<file path="config.mk">
export PLATFORM = sky130hd
export DESIGN_NAME = fetch_sequencer
export DESIGN_NICKNAME = d
export VERILOG_FILES = /design/src/rtl/fetch_sequencer.sv
export SDC_FILE = /design/constraint.sdc
export NUM_CORES = 1
export LEC_CHECK = 0
export BUFFER_PORTS_ARGS = -buffer_cell sky130_fd_sc_hd__buf_4
export CORE_ASPECT_RATIO = 1.4
export CORE_MARGIN = 3
export CORE_UTILIZATION = 50
export CTS_CLUSTER_SIZE = 14
export DETAILED_ROUTE_END_ITERATION = 12
export PLACE_DENSITY_LB_ADDON = 0.08
export SLEW_MARGIN = 10
export SYNTH_ARGS = -nofsm -noshare
export SYNTH_HDL_FRONTEND = slang
export SYNTH_SLANG_ARGS = --single-unit
</file>
<file path="constraint.sdc">
create_clock -name clock -period 3.2 [get_ports clock]
set_input_delay 0.32 -clock clock [delete_from_list [all_inputs] [get_ports clock]]
set_output_delay 0.32 -clock clock [all_outputs]
set_load 0.01 [all_outputs]
</file>
<file path="src/rtl/fetch_sequencer.sv">
// Fetch controller for the 4K x 8 program ROM: assembles short/long instructions
// and hands them to decode over valid/ready. Optional wrap trap: FETCH_WRAP_TRAP_EN.
module fetch_sequencer #(
   parameter int ADDR_W   = 12,
   parameter int DATA_W   = 8,
   parameter int RESET_PC = 0
) (
   input  logic              clock,
   input  logic              reset,
   input  logic              enable,
   output logic [ADDR_W-1:0] PC,
   input  logic [DATA_W-1:0] program_byte,
   output logic              instr_valid,
   input  logic              instr_ready,
   output logic [3:0]        opcode,
   output logic [3:0]        operand,
   output logic [7:0]        imm,
   output logic              instr_long,
   output logic [ADDR_W-1:0] instr_pc,
   input  logic              load_en,
   input  logic [ADDR_W-1:0] load_addr
`ifdef FETCH_WRAP_TRAP_EN
   ,
   output logic              pc_wrap
`endif
);

   localparam logic [1:0] S_FETCH1 = 2'd0;
   localparam logic [1:0] S_FETCH2 = 2'd1;
   localparam logic [1:0] S_VALID  = 2'd2;
`ifdef FETCH_WRAP_TRAP_EN
   localparam logic [1:0] S_HALT   = 2'd3;
`endif
   localparam logic [ADDR_W-1:0] PC_RST = ADDR_W'(RESET_PC);

   logic [1:0]        state_q, state_d;
   logic [ADDR_W-1:0] pc_q, pc_d;
   logic [3:0]        opcode_q, opcode_d;
   logic [3:0]        operand_q, operand_d;
   logic [7:0]        imm_q, imm_d;
   logic              long_q, long_d;
   logic [ADDR_W-1:0] ipc_q, ipc_d;
   logic [ADDR_W-1:0] pc_inc;
`ifdef FETCH_WRAP_TRAP_EN
   logic              wrap_q, wrap_d;
   logic              pc_top;

   assign pc_top = &pc_q;
`endif

   // Natural modulo-2^ADDR_W wrap: 0xFFF + 1 -> 0x000.
   assign pc_inc = pc_q + ADDR_W'(1);

   always_comb begin
      state_d   = state_q;
      pc_d      = pc_q;
      opcode_d  = opcode_q;
      operand_d = operand_q;
      imm_d     = imm_q;
      long_d    = long_q;
      ipc_d     = ipc_q;
`ifdef FETCH_WRAP_TRAP_EN
      wrap_d    = wrap_q;
`endif
      case (state_q)
         S_FETCH1: begin
            if (enable) begin
               opcode_d  = program_byte[7:4];
               operand_d = program_byte[3:0];
               ipc_d     = pc_q;
               pc_d      = pc_inc;
               if (program_byte[7]) begin
                  state_d = S_FETCH2;
               end else begin
                  long_d  = 1'b0;
                  imm_d   = '0;
                  state_d = S_VALID;
               end
`ifdef FETCH_WRAP_TRAP_EN
               if (pc_top) begin
                  state_d = S_HALT;
                  wrap_d  = 1'b1;
               end
`endif
            end
         end
         S_FETCH2: begin
            if (enable) begin
               imm_d   = program_byte[7:0];
               long_d  = 1'b1;
               pc_d    = pc_inc;
               state_d = S_VALID;
`ifdef FETCH_WRAP_TRAP_EN
               if (pc_top) begin
                  state_d = S_HALT;
                  wrap_d  = 1'b1;
               end
`endif
            end
         end
         S_VALID: begin
            // PC already points past the instruction unless a jump is taken.
            if (instr_ready) begin
               state_d = S_FETCH1;
               if (load_en) pc_d = load_addr;
            end
         end
         default: begin
`ifndef FETCH_WRAP_TRAP_EN
            state_d = S_FETCH1;
`endif
         end
      endcase
   end

   always_ff @(posedge clock or negedge reset) begin
      if (!reset) begin
         state_q   <= S_FETCH1;
         pc_q      <= PC_RST;
         opcode_q  <= '0;
         operand_q <= '0;
         imm_q     <= '0;
         long_q    <= 1'b0;
         ipc_q     <= '0;
`ifdef FETCH_WRAP_TRAP_EN
         wrap_q    <= 1'b0;
`endif
      end else begin
         state_q   <= state_d;
         pc_q      <= pc_d;
         opcode_q  <= opcode_d;
         operand_q <= operand_d;
         imm_q     <= imm_d;
         long_q    <= long_d;
         ipc_q     <= ipc_d;
`ifdef FETCH_WRAP_TRAP_EN
         wrap_q    <= wrap_d;
`endif
      end
   end

   assign PC          = pc_q;
   assign instr_valid = (state_q == S_VALID);
   assign opcode      = opcode_q;
   assign operand     = operand_q;
   assign imm         = imm_q;
   assign instr_long  = long_q;
   assign instr_pc    = ipc_q;
`ifdef FETCH_WRAP_TRAP_EN
   assign pc_wrap     = wrap_q;
`endif

endmodule

</file>
==> results of run 1 <==
-- cell usage in the layout, fill, tap and decap left out, types with 2 or more instances in the layout --
| cell type | count |
|---|---|
| a21oi_1 | 20 |
| a22o_1 | 7 |
| a31oi_1 | 3 |
| buf_4 | 67 |
| clkbuf_8 | 7 |
| dfrtp_1 | 43 |
| inv_1 | 2 |
| mux2_2 | 19 |
| nand2_1 | 12 |
| nand2b_1 | 5 |
| nand3_1 | 4 |
| nor2_1 | 7 |
| o21ai_0 | 7 |
| o21ai_1 | 2 |
| o22a_1 | 3 |
| o22ai_1 | 2 |
| o31ai_1 | 2 |
| o32ai_1 | 2 |
-- cell families (layout without fill, tap and decap cells) --
group / Yosys count / in the layout / synth area share
adders and majority gates: 1 / 1 / 0.006548
buffers and inverters: 11 / 78 / 0.02488
and+or+nand+nor: 39 / 39 / 0.1133
DFF: 43 / 43 / 0.5632
muxes: 20 / 20 / 0.1179
AOI/OAI and AO/OA: 52 / 52 / 0.1742
-- power groups by stage --
| stage | clock network [mW] | registers, mW | logic [mW] |
|---|---|---|---|
| finish | 0.382 | 0.969 | 0.950 |
| global route | 0.410 | 1.00 | 1.04 |
| CTS | 0.388 | 0.968 | 0.958 |
| detailed placement | 0 | 0.977 | 0.950 |
| global placement | 0 | 0.957 | 0.928 |
| floorplan | 0 | 1.02 | 0.423 |
-- worst max-delay path: stages, from the launching register on --
cell and delay [ps]:
dfrtp_1 410, nand2b_1 230, nor2_2 830, mux2_2 430
-- worst min-delay path by stage --
stage / from / endpoint / cells after the start
after CTS: reset / PC[4]$_DFFE_PN0P_ / 1
after global placement: reset / instr_pc[6]$_DFFE_PN0P_ / 1
after floorplan: reset / PC[0]$_DFFE_PN0P_ / 0
final: reset / instr_pc[6]$_DFFE_PN0P_ / 1
after global routing: reset / PC[4]$_DFFE_PN0P_ / 1
after detailed placement: reset / instr_pc[6]$_DFFE_PN0P_ / 1
-- cell type report --
| type | count | area (um2) | area share |
|---|---|---|---|
| sequential | 43 | 1076 | 0.4247 |
| multi-input combinational | 112 | 789.5 | 0.3116 |
| inverter | 3 | 11.26 | 0.004444 |
| clock inverter | 1 | 7.507 | 0.002963 |
| timing repair buffer | 67 | 503.0 | 0.1985 |
| clock buffer | 7 | 96.34 | 0.03802 |
| tap | 40 | 50.05 | 0.01975 |
-- metal layers --
layer  global-route usage  share of wire
met5                    0              0
met4              0.09049         0.0097
met3              0.04228          0.069
met2               0.3722           0.53
met1               0.2602           0.39
-- flip-flops by register name (all words and copies together) (netlist names) --
register,cells
opcode,4
instr_long,1
imm,8
instr_pc,12
PC,12
state_q,2
operand,4
==> results.toml, run 1 <==
[cts]
post_cts_buffers = 0
cts_made_buffers = 5
clock-sinks = 43
clk_latency_ps = 290
clk_pin_slew_worst_paths_ps = 80
holdBufCountCts = 0
cts-resized-gates = 0
cts_root_buf = "clkbuf_8"
clockBufferDepth = 2
tritoncts = "done"
htreeDepth = 2

[setup_path]
cp.required_ps = 3380
start_kind = "flop"
critPathLaunch = "state_q[1]$_DFFE_PN0P_"
end_kind = "flop"
arrival_ps = 2190
crit_end = "opcode[2]$_DFFE_PN0P_"
reg2reg_to = "opcode[2]$_DFFE_PN0P_"
worstSetupPathType = "reg2reg"
ff2ff_path_depth = 3
ff2ff_setup_slack_ps = 1190
rr_startpoint = "state_q[1]$_DFFE_PN0P_"
cp_max_fo = 20

[synthesis]
synth_nets = 192
ys_seq_elements = 43
ys.flop_type = "dfrtp_1"
synth_area_um2 = 1911
yosys_warnings = 0
ys_seq_area_frac = 0.5632
synthCells = 166
yosysMostFrequentCell = "dfrtp_1"
synthTopCellsByArea = "dfrtp_1 (56%), mux2_2 (11%), a21oi_1 (5.2%)"
netlist.area_leader.share = 0.5632
synth_commonest_cells = "dfrtp_1 (43), a21oi_1 (20), mux2_2 (19)"
synth-edff-count = 0
ys_async_sr_fraction = 1.000
avgSynthCellArea_um2 = 11.51
yosys.area.top_type = "dfrtp_1"
synth_cell_types = 35

[power]
intPower_mw = 1.455
p_clk_frac = 0.166
p_sw_frac = 0.3679
p_sw_uw = 846.4
vdd_drop_max_uv = 597.7
p_leak_nw = 1.172
comb_power_share = 0.413
power_frac_seq = 0.421
p_total_mw = 2.301
power_density_nw_per_um2 = 908.1

[placement]
pre_cts_ws_ps = 1156
place_area_um2 = 2430
dp_hpwl_um = 3316
place.port_buffers = 66
finalWeightedCongestion = 0.8157
place_inst = 265

[die]
start_util = 0.5405
fp.dieH_um = 79.14
num_rows = 25
io_pins = 67
die_x_um = 58.25
core_um2 = 3535
die-area_um2 = 4610

[routing]
ant_nets = 0
routed_wl_um = 4662
drc = 0
first_iter_violations = 43
avgViaCountPerCell = 5.886
first_pass_iters = 4
num_vias = 1607
detail_route.wl_per_cell_um = 17.08

[sta]
period_minus_slack_ps = 2015
finalCritPeriodShare = 0.6297
worstMarginPinSlew_ps = 1066
maxSlewViolCount = 0
worst_slack_ps = 1185
tns_ps = 0
relSlewSlack = 0.2889
final.setup_skew_ps = 5.382
setup_violations = 0
hold_slack_ps = -2.151
max_freq_mhz = 496.3
rsz0062_at_grt = "no"
hold_viol = 1

[cells_and_area]
final_cell_area_um2 = 2534
fin_cells = 273
final_util = 0.7168
fill_cells = 275
layout-drive-gt1-share = 0.4335
area_delta_synth_final_pct = 32.61
diodes = 0
fin_nets = 258

[grt]
grt_usage = 0.2166
grt_pass1_vias = 1618
grt_antenna_before_repair = 0
grt_max_degree = 44
overflow = 0
grt_pass1_wl_um = 7576

[job]
drv_cap = 0

[outcome]
violations = "hold timing"
status = "finished with violations"

[hold_path]
hold_class = "in2async"
Power figures use the tool's default switching activity.
==> run 2, diff against run 1 <==
- CORE_UTILIZATION: 50 -> 44
- clock period: 3.2 -> 1.6 ns (I/O delays scaled with it)
==> run 2 against run 1 <==
The run now ends clean. Sequential power up 87%. Setup slack worse by 1100 ps. Count of clock-buffer cells in the layout unchanged. Cell count grew 7.0%. Final area is 5.2% higher. First-iteration DRC count is 28% higher. Maximum frequency grew 34%. Flip-flop and latch count unchanged. Critical path depth is 1 higher. Clock skew barely moved. Power grew 110%. Largest power group is now combinational cells.
==> results.toml, run 2 (synthesis results as in run 1) <==
[setup_path]
cp.required_ps = 1790
rr_startpoint = "PC[10]$_DFFE_PN0P_"
critPathLaunch = "PC[10]$_DFFE_PN0P_"
arrival_ps = 1690
reg2reg_to = "PC[11]$_DFFE_PN0P_"
ff2ff_path_depth = 4
ff2ff_setup_slack_ps = 100
worstSetupPathType = "reg2reg"
start_kind = "flop"
end_kind = "flop"
cp_max_fo = 5

[routing]
num_vias = 1601
detail_route.wl_per_cell_um = 16.29
first_pass_iters = 4
routed_wl_um = 4756
drc = 0
avgViaCountPerCell = 5.483
ant_nets = 0
first_iter_violations = 55

[sta]
worst_slack_ps = 99.04
maxSlewViolCount = 0
final.setup_skew_ps = 5.115
worstMarginPinSlew_ps = 626.1
tns_ps = 0
relSlewSlack = 0.5798
hold_slack_ps = 86.68
setup_violations = 0
rsz0062_at_grt = "no"
max_freq_mhz = 666.2
finalCritPeriodShare = 0.9381
hold_viol = 0
period_minus_slack_ps = 1501

[job]
drv_cap = 0

[power]
p_sw_frac = 0.3639
p_clk_frac = 0.139
intPower_mw = 3.026
power_frac_seq = 0.381
comb_power_share = 0.480
power_density_nw_per_um2 = 1785
p_sw_mw = 1.731
p_leak_nw = 1.243
vdd_drop_max_uv = 878.7

[outcome]
status = "finished clean"

[cells_and_area]
diodes = 0
layout_common_cells = "buf_4 (81), dfrtp_1 (42), a21oi_1 (20)"
layout-drive-gt1-share = 0.4739
final_cell_area_um2 = 2665
fin_cells = 292
final_common_cell = "buf_4"
area_delta_synth_final_pct = 39.49
fin_nets = 274

[hold_path]
hold_class = "in2reg"
whs_endpoint = "state_q[1]$_DFFE_PN0P_"
worstHoldStart = "instr_ready"
hold_depth = 2

[cts]
htreeDepth = 2
clk_latency_ps = 300
clock-sinks = 43
cts_root_buf = "clkbuf_8"
clk_pin_slew_worst_paths_ps = 70
tritoncts = "done"
clockBufferDepth = 2
cts_made_buffers = 5

[die]
die-area_um2 = 5180
core_um2 = 4054
start_util = 0.4713
io_pins = 67
die_x_um = 61.69
fp.dieH_um = 83.97
num_rows = 27

[grt]
grt_pass1_wl_um = 7893
grt_antenna_before_repair = 0
overflow = 0
grt_usage = 0.2047
grt_max_degree = 44
grt_pass1_vias = 1711

[placement]
pre_cts_ws_ps = 103.9
place.port_buffers = 66
place_inst = 283
place_area_um2 = 2567
finalWeightedCongestion = 0.9087
dp_hpwl_um = 3589
## run 2: worst max path at each step
| stage | slack [ps] | to |
|---|---|---|
| 6_report | 100 | PC[11]$_DFFE_PN0P_ |
| 5_1_grt | 20 | PC[11]$_DFFE_PN0P_ |
| 4_1_cts | 90 | PC[11]$_DFFE_PN0P_ |
| 3_5_place_dp | 100 | PC[11]$_DFFE_PN0P_ |
| 3_3_place_gp | 140 | PC[11]$_DFFE_PN0P_ |
| 2_1_floorplan | 2 | PC[11]$_DFFE_PN0P_ |
## run 2: layer usage
metal / up-vias / wire length [um] / GRT usage
met5: - / 0 / 0
met4: 0 / 85 / 0.07529
met3: 8 / 294 / 0.04954
met2: 52 / 2585 / 0.3642
met1: 767 / 1790 / 0.2218
li1: 774 / - / -
## run 2: critical path, cell delays in order (launching register included)
cell and delay (ps):
dfrtp_1 430, inv_1 70, or4_4 540, o22a_1 190
o22a_1 170
## run 2: power groups by stage
stage,logic [mW],registers (mW),clock network [mW]
finish,2.28,1.81,0.661
global route,2.50,1.88,0.739
CTS,2.30,1.82,0.685
global placement,2.24,1.82,0
floorplan,0.872,2.06,0
detailed placement,2.30,1.84,0
## run 2: through the flow
stage / power (mW) / utilization
6_report: 4.757 / 0.6574
2_1_floorplan: 2.934 / -
3_5_place_dp: 4.137 / 0.6333
5_1_grt: 5.117 / 0.6574
4_1_cts: 4.809 / 0.6559
3_3_place_gp: 4.063 / 0.6333
## run 2: final cells by class
cell class,count,area [um2]
clock inverters,1,5.005
multi-input cells,112,803.3
well taps,43,53.80
fillers,349,1389
flip-flops and latches,43,1077
inverters,3,11.26
repair buffers,83,638.1
clock buffers,7,76.32
## run 2: timing repair
item,in CTS,in global routing
setup endpoints to repair,0,3
setup buffers,0,0
hold endpoints to repair,43,0
resized for setup,0,3
hold buffers,1,0
